### src/rtl/cached_ram_wb.sv
// rtl/cached_ram_wb.sv - direct-mapped cached RAM with latency-modelled backing store and hit/miss statistics
module cached_ram_wb #(
  parameter int DATA_WIDTH  = 8,
  parameter int ADDR_WIDTH  = 8,
  parameter int LINES       = 4,
  parameter int MEM_LATENCY = 3,
  parameter bit WRITE_BACK  = 1'b1,
  parameter int COUNT_WIDTH = 16
) (
  input  logic                   clk,
  input  logic                   reset,
  input  logic                   req,
  input  logic [ADDR_WIDTH-1:0]  addr,
  input  logic [DATA_WIDTH-1:0]  dataIn,
  input  logic                   writeEnable,
  output logic                   ready,
  output logic                   respValid,
  output logic [DATA_WIDTH-1:0]  dataOut,
  output logic                   hit,
  output logic [COUNT_WIDTH-1:0] hitCount,
  output logic [COUNT_WIDTH-1:0] missCount
);

  localparam int IDX_W = $clog2(LINES);
  localparam int TAG_W = ADDR_WIDTH - IDX_W;
  localparam int DEPTH = 1 << ADDR_WIDTH;
  localparam logic [MEM_LATENCY-1:0] LAT_LAST = MEM_LATENCY[MEM_LATENCY-1:0] - 1'b1;
  localparam logic [COUNT_WIDTH-1:0] CMAX = '1;

  typedef enum logic [2:0] {S_IDLE, S_EVICT, S_FILL, S_WTHRU, S_RESP} state_t;

  state_t                 state;
  logic [MEM_LATENCY-1:0] cnt;

  // Per-line status (reset) and payload (not reset)
  logic [LINES-1:0]      valid;
  logic [LINES-1:0]      dirty;
  logic [TAG_W-1:0]      tags [LINES];
  logic [DATA_WIDTH-1:0] line [LINES];
  logic [DATA_WIDTH-1:0] mem  [DEPTH];

  // Request captured on acceptance, used by the multi-cycle states
  logic [ADDR_WIDTH-1:0] a_addr;
  logic [DATA_WIDTH-1:0] a_data;
  logic                  a_we;
  logic                  a_hit;

  logic [IDX_W-1:0] idx;
  logic [TAG_W-1:0] tg;
  logic [IDX_W-1:0] a_idx;
  logic [TAG_W-1:0] a_tg;
  logic             lookup_hit;
  logic             victim_dirty;
  logic             accept;
  logic             last;

  assign idx          = addr[IDX_W-1:0];
  assign tg           = addr[ADDR_WIDTH-1:IDX_W];
  assign a_idx        = a_addr[IDX_W-1:0];
  assign a_tg         = a_addr[ADDR_WIDTH-1:IDX_W];
  assign lookup_hit   = valid[idx] && (tags[idx] == tg);
  assign victim_dirty = WRITE_BACK && valid[idx] && dirty[idx];
  assign ready        = (state == S_IDLE);
  assign accept       = req && ready;
  assign last         = (cnt == LAT_LAST);

  // Control FSM: sequencing, line status bits, response outputs and statistics
  always_ff @(posedge clk or posedge reset) begin
    if (reset) begin
      state     <= S_IDLE;
      cnt       <= '0;
      valid     <= '0;
      dirty     <= '0;
      respValid <= 1'b0;
      hit       <= 1'b0;
      dataOut   <= '0;
      hitCount  <= '0;
      missCount <= '0;
      a_addr    <= '0;
      a_data    <= '0;
      a_we      <= 1'b0;
      a_hit     <= 1'b0;
    end else begin
      respValid <= 1'b0;
      case (state)
        S_IDLE: begin
          if (accept) begin
            a_addr <= addr;
            a_data <= dataIn;
            a_we   <= writeEnable;
            a_hit  <= lookup_hit;
            cnt    <= '0;
            if (lookup_hit) begin
              if (hitCount != CMAX) hitCount <= hitCount + 1'b1;
            end else if (missCount != CMAX) begin
              missCount <= missCount + 1'b1;
            end
            if (!writeEnable) begin
              if (lookup_hit) begin
                respValid <= 1'b1;
                hit       <= 1'b1;
                dataOut   <= line[idx];
              end else if (victim_dirty) begin
                state <= S_EVICT;
              end else begin
                state <= S_FILL;
              end
            end else if (WRITE_BACK) begin
              if (victim_dirty && !lookup_hit) begin
                state <= S_EVICT;
              end else begin
                valid[idx] <= 1'b1;
                dirty[idx] <= 1'b1;
                respValid  <= 1'b1;
                hit        <= lookup_hit;
              end
            end else begin
              state <= S_WTHRU;
            end
          end
        end
        S_EVICT: begin
          if (last) begin
            cnt <= '0;
            if (a_we) begin
              valid[a_idx] <= 1'b1;
              dirty[a_idx] <= 1'b1;
              respValid    <= 1'b1;
              hit          <= a_hit;
              state        <= S_RESP;
            end else begin
              state <= S_FILL;
            end
          end else begin
            cnt <= cnt + 1'b1;
          end
        end
        S_FILL: begin
          if (last) begin
            valid[a_idx] <= 1'b1;
            dirty[a_idx] <= 1'b0;
            respValid    <= 1'b1;
            hit          <= a_hit;
            dataOut      <= mem[a_addr];
            state        <= S_RESP;
          end else begin
            cnt <= cnt + 1'b1;
          end
        end
        S_WTHRU: begin
          if (last) begin
            respValid <= 1'b1;
            hit       <= a_hit;
            state     <= S_RESP;
          end else begin
            cnt <= cnt + 1'b1;
          end
        end
        S_RESP:  state <= S_IDLE;
        default: state <= S_IDLE;
      endcase
    end
  end

  // Payload storage: line tags/data and the backing store, never reset
  always_ff @(posedge clk) begin
    if (accept && writeEnable && (lookup_hit || (WRITE_BACK && !victim_dirty))) begin
      tags[idx] <= tg;
      line[idx] <= dataIn;
    end
    case (state)
      S_EVICT: begin
        if (last) begin
          mem[{tags[a_idx], a_idx}] <= line[a_idx];
          if (a_we) begin
            tags[a_idx] <= a_tg;
            line[a_idx] <= a_data;
          end
        end
      end
      S_FILL: begin
        if (last) begin
          tags[a_idx] <= a_tg;
          line[a_idx] <= mem[a_addr];
        end
      end
      S_WTHRU: begin
        if (last) mem[a_addr] <= a_data;
      end
      default: ;
    endcase
  end

endmodule

### config.mk
export PLATFORM = sky130hd
export DESIGN_NAME = cached_ram_wb
export DESIGN_NICKNAME = d
export VERILOG_FILES = /design/src/rtl/cached_ram_wb.sv
export SDC_FILE = /design/constraint.sdc
export NUM_CORES = 2
export LEC_CHECK = 0
export CAP_MARGIN = 10
export CORE_MARGIN = 2
export CORE_UTILIZATION = 40
export CTS_CLUSTER_SIZE = 20
export DETAILED_ROUTE_END_ITERATION = 16
export HOLD_SLACK_MARGIN = 0.03
export PLACE_DENSITY_LB_ADDON = 0.25
export SLEW_MARGIN = 5
export SYNTH_ARGS = -nofsm -noshare
export SYNTH_HDL_FRONTEND = slang
export SYNTH_SLANG_ARGS = --single-unit
### constraint.sdc
create_clock -name clk -period 8.05 [get_ports clk]
set_input_delay 2.415 -clock clk [delete_from_list [all_inputs] [get_ports clk]]
set_output_delay 2.415 -clock clk [all_outputs]
set_load 0.02 [all_outputs]
==> impl_results.rst <==
.. list-table::
   :header-rows: 1

   * - Metric
     - Value
   * - Result of the run
     - completed
   * - CP Depth
     - 9
   * - Number of endpoints with negative hold slack in the final report
     - 0
   * - Mean cell area of the mapped netlist
     - 20.7 sq um
   * - Filler Cells Inserted
     - roughly 18000
   * - Root Buffer
     - clkbuf_16
   * - Transition at the pin with the smallest max-transition slack
     - 1.38 ns
   * - Placeable Area
     - about 210000 sq um
   * - Critical-path top delay cell
     - dfrtp_4
   * - End of the critical path
     - line[1][1]
   * - Count of synthesis-stage warnings from yosys
     - 0
   * - Final WL
     - approximately 230000 microns
   * - Final setup violating endpoints
     - 0
   * - Reg-to-reg slack, setup
     - 2.85 ns
   * - TritonCTS clock tree
     - built
   * - Hold WC Path Type
     - flop to flop
   * - Worst path cell trace
     - buf_4 -> buf_4 -> mux4_2 -> a211oi_1 -> o41ai_1 -> a221oi_1 -> o32ai_1 -> nand2_1 -> o21ai_0
   * - Standby leakage power
     - 29.8 nW
   * - Syn Inst Count
     - 4153
   * - Number of buffer and inverter instances along the worst setup path
     - 2
   * - Number of enable flip-flop cells after synthesis
     - between 2000 and 2500
   * - Number of buffers inserted by post-CTS setup repair
     - 0
   * - Count of input and output buffers
     - 62
   * - Share of synthesized area occupied by flip-flops and latches
     - 75.8%
   * - Total negative slack
     - 0 ns
   * - Die outline height
     - 467 microns
   * - Flip-flop cell with the highest count after synthesis
     - edfxtp_1
   * - Maximum number of pins on one net before global-route repair
     - 217
   * - Data arrival time at the worst-slack endpoint
     - 5.75 ns
   * - First-pass GRT wire length
     - roughly 330000 microns
   * - Launching instance or port of the critical path
     - a_addr[0]
   * - Setup repair after global routing missed its margin
     - no
   * - Initial antenna violation count
     - 8
   * - Post-detail-place hpwl
     - approximately 140000 microns
   * - Synth-to-layout area growth
     - 12.9%
   * - Global route total overflow
     - 0
   * - Worst IR Drop VDD
     - 0.000373 V
   * - Initial cell density of the core
     - between 40% and 50%
   * - CTS H-tree depth
     - 4
   * - Count of boundary I/O pins
     - 63
   * - Post-route fraction of the period consumed by the critical path
     - 64.6%
   * - Row cnt
     - between 150 and 200
   * - Sort of element at the end of the critical path
     - flop
   * - Total power per unit cell area
     - 375 nW/um^2
   * - Type of the worst setup path
     - flop to flop
   * - Max cap viols
     - 0
   * - Power, Total
     - between 30 and 40 mW
   * - Worst setup SP type
     - flop
   * - Detailed Route Iter0 Violations
     - roughly 5000
   * - Total iterations of the first detailed-routing run
     - 6
   * - Detail-routed via count per cell
     - 5.84
   * - Timing-limited maximum frequency
     - 192 MHz
   * - Beginning of the worst register-to-register path
     - a_addr[0]
   * - Total standard cell area after synthesis
     - 85800 sq um
   * - Number of max-slew violations in the final report
     - 0
   * - Critical path's top delay family
     - compound AO/OA/AOI/OAI gates
   * - TritonCTS Sinks
     - 2178
   * - Number of distinct library cell variants in the gate-level netlist after synthesis
     - 67
   * - Maximum buffer depth of the clock tree
     - 3
   * - Critical Path Max Stage Delay
     - 0.88 ns
   * - Final setup skew
     - 0.0374 ns
   * - Fraction of registers with async set/reset
     - 3.40%
   * - Proportion of layout cells with a drive suffix above 1
     - 23.6%
   * - GPL Wtd Cong
     - 0.816
   * - Worst-case reg-to-reg path depth
     - 9
   * - Worst Path Max Fanout
     - 31
   * - Number of synthesized register bits
     - 2178
   * - Worst max-slew margin expressed relative to the limit
     - 8.09%
   * - Capture instance of the worst register-to-register path
     - line[1][1]
   * - CTS-repair resized insts
     - 0
   * - Insertion delay to the later sink of the worst-skew pair
     - 0.86 ns
   * - Wirelength per Cell
     - 31.3 microns
   * - Number of buffers inserted by hold repair at cts
     - 0
   * - Antenna-violating nets left
     - 0
   * - Syn Nets
     - about 4200
   * - Number of global-route vias before repair
     - between 40000 and 50000
   * - Die width
     - 467 microns
   * - Number of nets in the finished design
     - roughly 4300
   * - Via count of the routed design
     - roughly 43000
   * - Time the final worst path needs with I/O delays and setup
     - approximately 5.2 ns
   * - Number of CTS-inserted buffers
     - 216
   * - Tot GR Track Use
     - 20.9%
   * - Critical path's most frequent cell
     - buf_4
   * - Number of remaining DRC errors
     - 0
   * - Overall die area
     - approximately 220000 sq um
   * - Clock transition at the registers of the reported paths
     - 0.06 ns
   * - Data required time of the worst path
     - 8.60 ns
stage by stage:
step                      cell area (sq um)  util (%)  cells  hold WS [ns]  setup slack [ns]
after global placement                89900      42.0   6916         0.443              2.05
after detailed placement              89900      42.0   6916         0.449              2.02
final                                 96900      45.3   7319         0.468              2.85
after global routing                  96900      45.3   7318         0.477              2.58
after floorplan                       85800         -   4153         0.428              2.62
after CTS                             96900      45.3   7318         0.468              2.91
cell usage after synthesis, types with 10 or more instances:
cell type	number	area share (%)
a211oi_1	18	0.16
a21oi_1	43	0.25
a221oi_1	13	0.13
a22oi_1	42	0.37
a31oi_1	12	0.087
and2_1	15	0.11
buf_1	23	0.10
buf_2	71	0.41
buf_4	34	0.30
clkbuf_1	99	0.43
dfrtp_1	74	2.2
edfxtp_1	2104	74
inv_1	17	0.074
mux2_2	47	0.62
mux2i_1	102	1.2
mux4_2	566	15
nand2_1	177	0.77
nand2b_1	15	0.11
nand3_1	36	0.21
nand4_1	11	0.080
nor2_1	341	1.5
nor2b_1	26	0.19
nor3_1	26	0.15
nor4_1	10	0.073
o211ai_1	10	0.087
o21ai_0	54	0.31
o22ai_1	22	0.16
or2_2	12	0.087
xnor2_1	15	0.15
xor2_1	21	0.21
final cells by class:
type | instances | area [sq um] | share of cell area (%)
antenna | 1 | 2.50 | 0.00258
clock buffer | 273 | 5680 | 5.86
clock inverter | 129 | 1270 | 1.32
inverter | 18 | 68.8 | 0.0710
multi-input combinational | 1723 | 19800 | 20.4
sequential | 2178 | 65100 | 67.1
tap | 2838 | 3550 | 3.66
timing repair buffer | 159 | 1500 | 1.55
report_power, final:
| group | internal (mW) | switching, mW |
|---|---|---|
| Clock | 5.59 | 4.37 |
| Combinational | 3.74 | 7.57 |
| Sequential | 14.7 | 0.354 |
| Total | 24.0 | 12.3 |
worst min path at each step:
stage	startpoint	end	cells after the start
6_report	valid[0]	valid[0]	1
5_1_grt	valid[0]	valid[0]	1
4_1_cts	valid[1]	valid[1]	1
3_5_place_dp	valid[1]	valid[1]	1
3_3_place_gp	valid[1]	valid[1]	1
2_1_floorplan	valid[1]	valid[1]	1
layer usage:
metal	track usage [%]	vias to the layer above	wire length, microns
li1	-	17400	-
met1	29.8	23200	95700
met2	32.7	1779	109000
met3	4.11	319	18100
met4	6.20	0	6490
met5	0	-	0
worst reg2reg max path: cells and delay by family (launching register included):
| family | cells | cell delay, ns |
|---|---|---|
| AOI/OAI and AO/OA | 5 | 1.97 |
| buffers and inverters | 2 | 1.19 |
| DFF | 1 | 0.88 |
| muxes | 1 | 0.60 |
| and+or+nand+nor | 1 | 0.26 |
kinds of logic after synthesis:
kind of cell	after synthesis	share of synthesized area (%)
adders and majority gates	4	0.0583
AOI/OAI and AO/OA	271	2.14
and+or+nand+nor	694	3.51
buffers and inverters	252	1.42
DFF	2178	75.8
muxes	718	16.7
xor gates and xnor gates	36	0.367
layout by cell type (no fill, tap or decap), types with 43 or more instances in the layout:
cell type | synthesis | routed
clkinv_1 | 1 | 55
mux2i_1 | 102 | 102
dfrtp_1 | 74 | 67
edfxtp_1 | 2104 | 2104
a21oi_1 | 43 | 43
clkbuf_16 | 0 | 217
nor2_1 | 341 | 338
nand2_1 | 177 | 162
clkdlybuf4s50_1 | 0 | 62
o21ai_0 | 54 | 54
buf_4 | 34 | 85
clkbuf_1 | 99 | 52
mux4_2 | 566 | 566
flip-flops by register name, summed over array words and instances, names as in the netlist:
signal	flops
a_addr	8
a_data	8
a_hit	1
a_we	1
cnt	3
dataOut	8
dirty	4
hit	1
hitCount	16
line	32
mem	2048
missCount	16
respValid	1
state	3
tags	24
valid	4
Power figures use the tool's default switching activity.
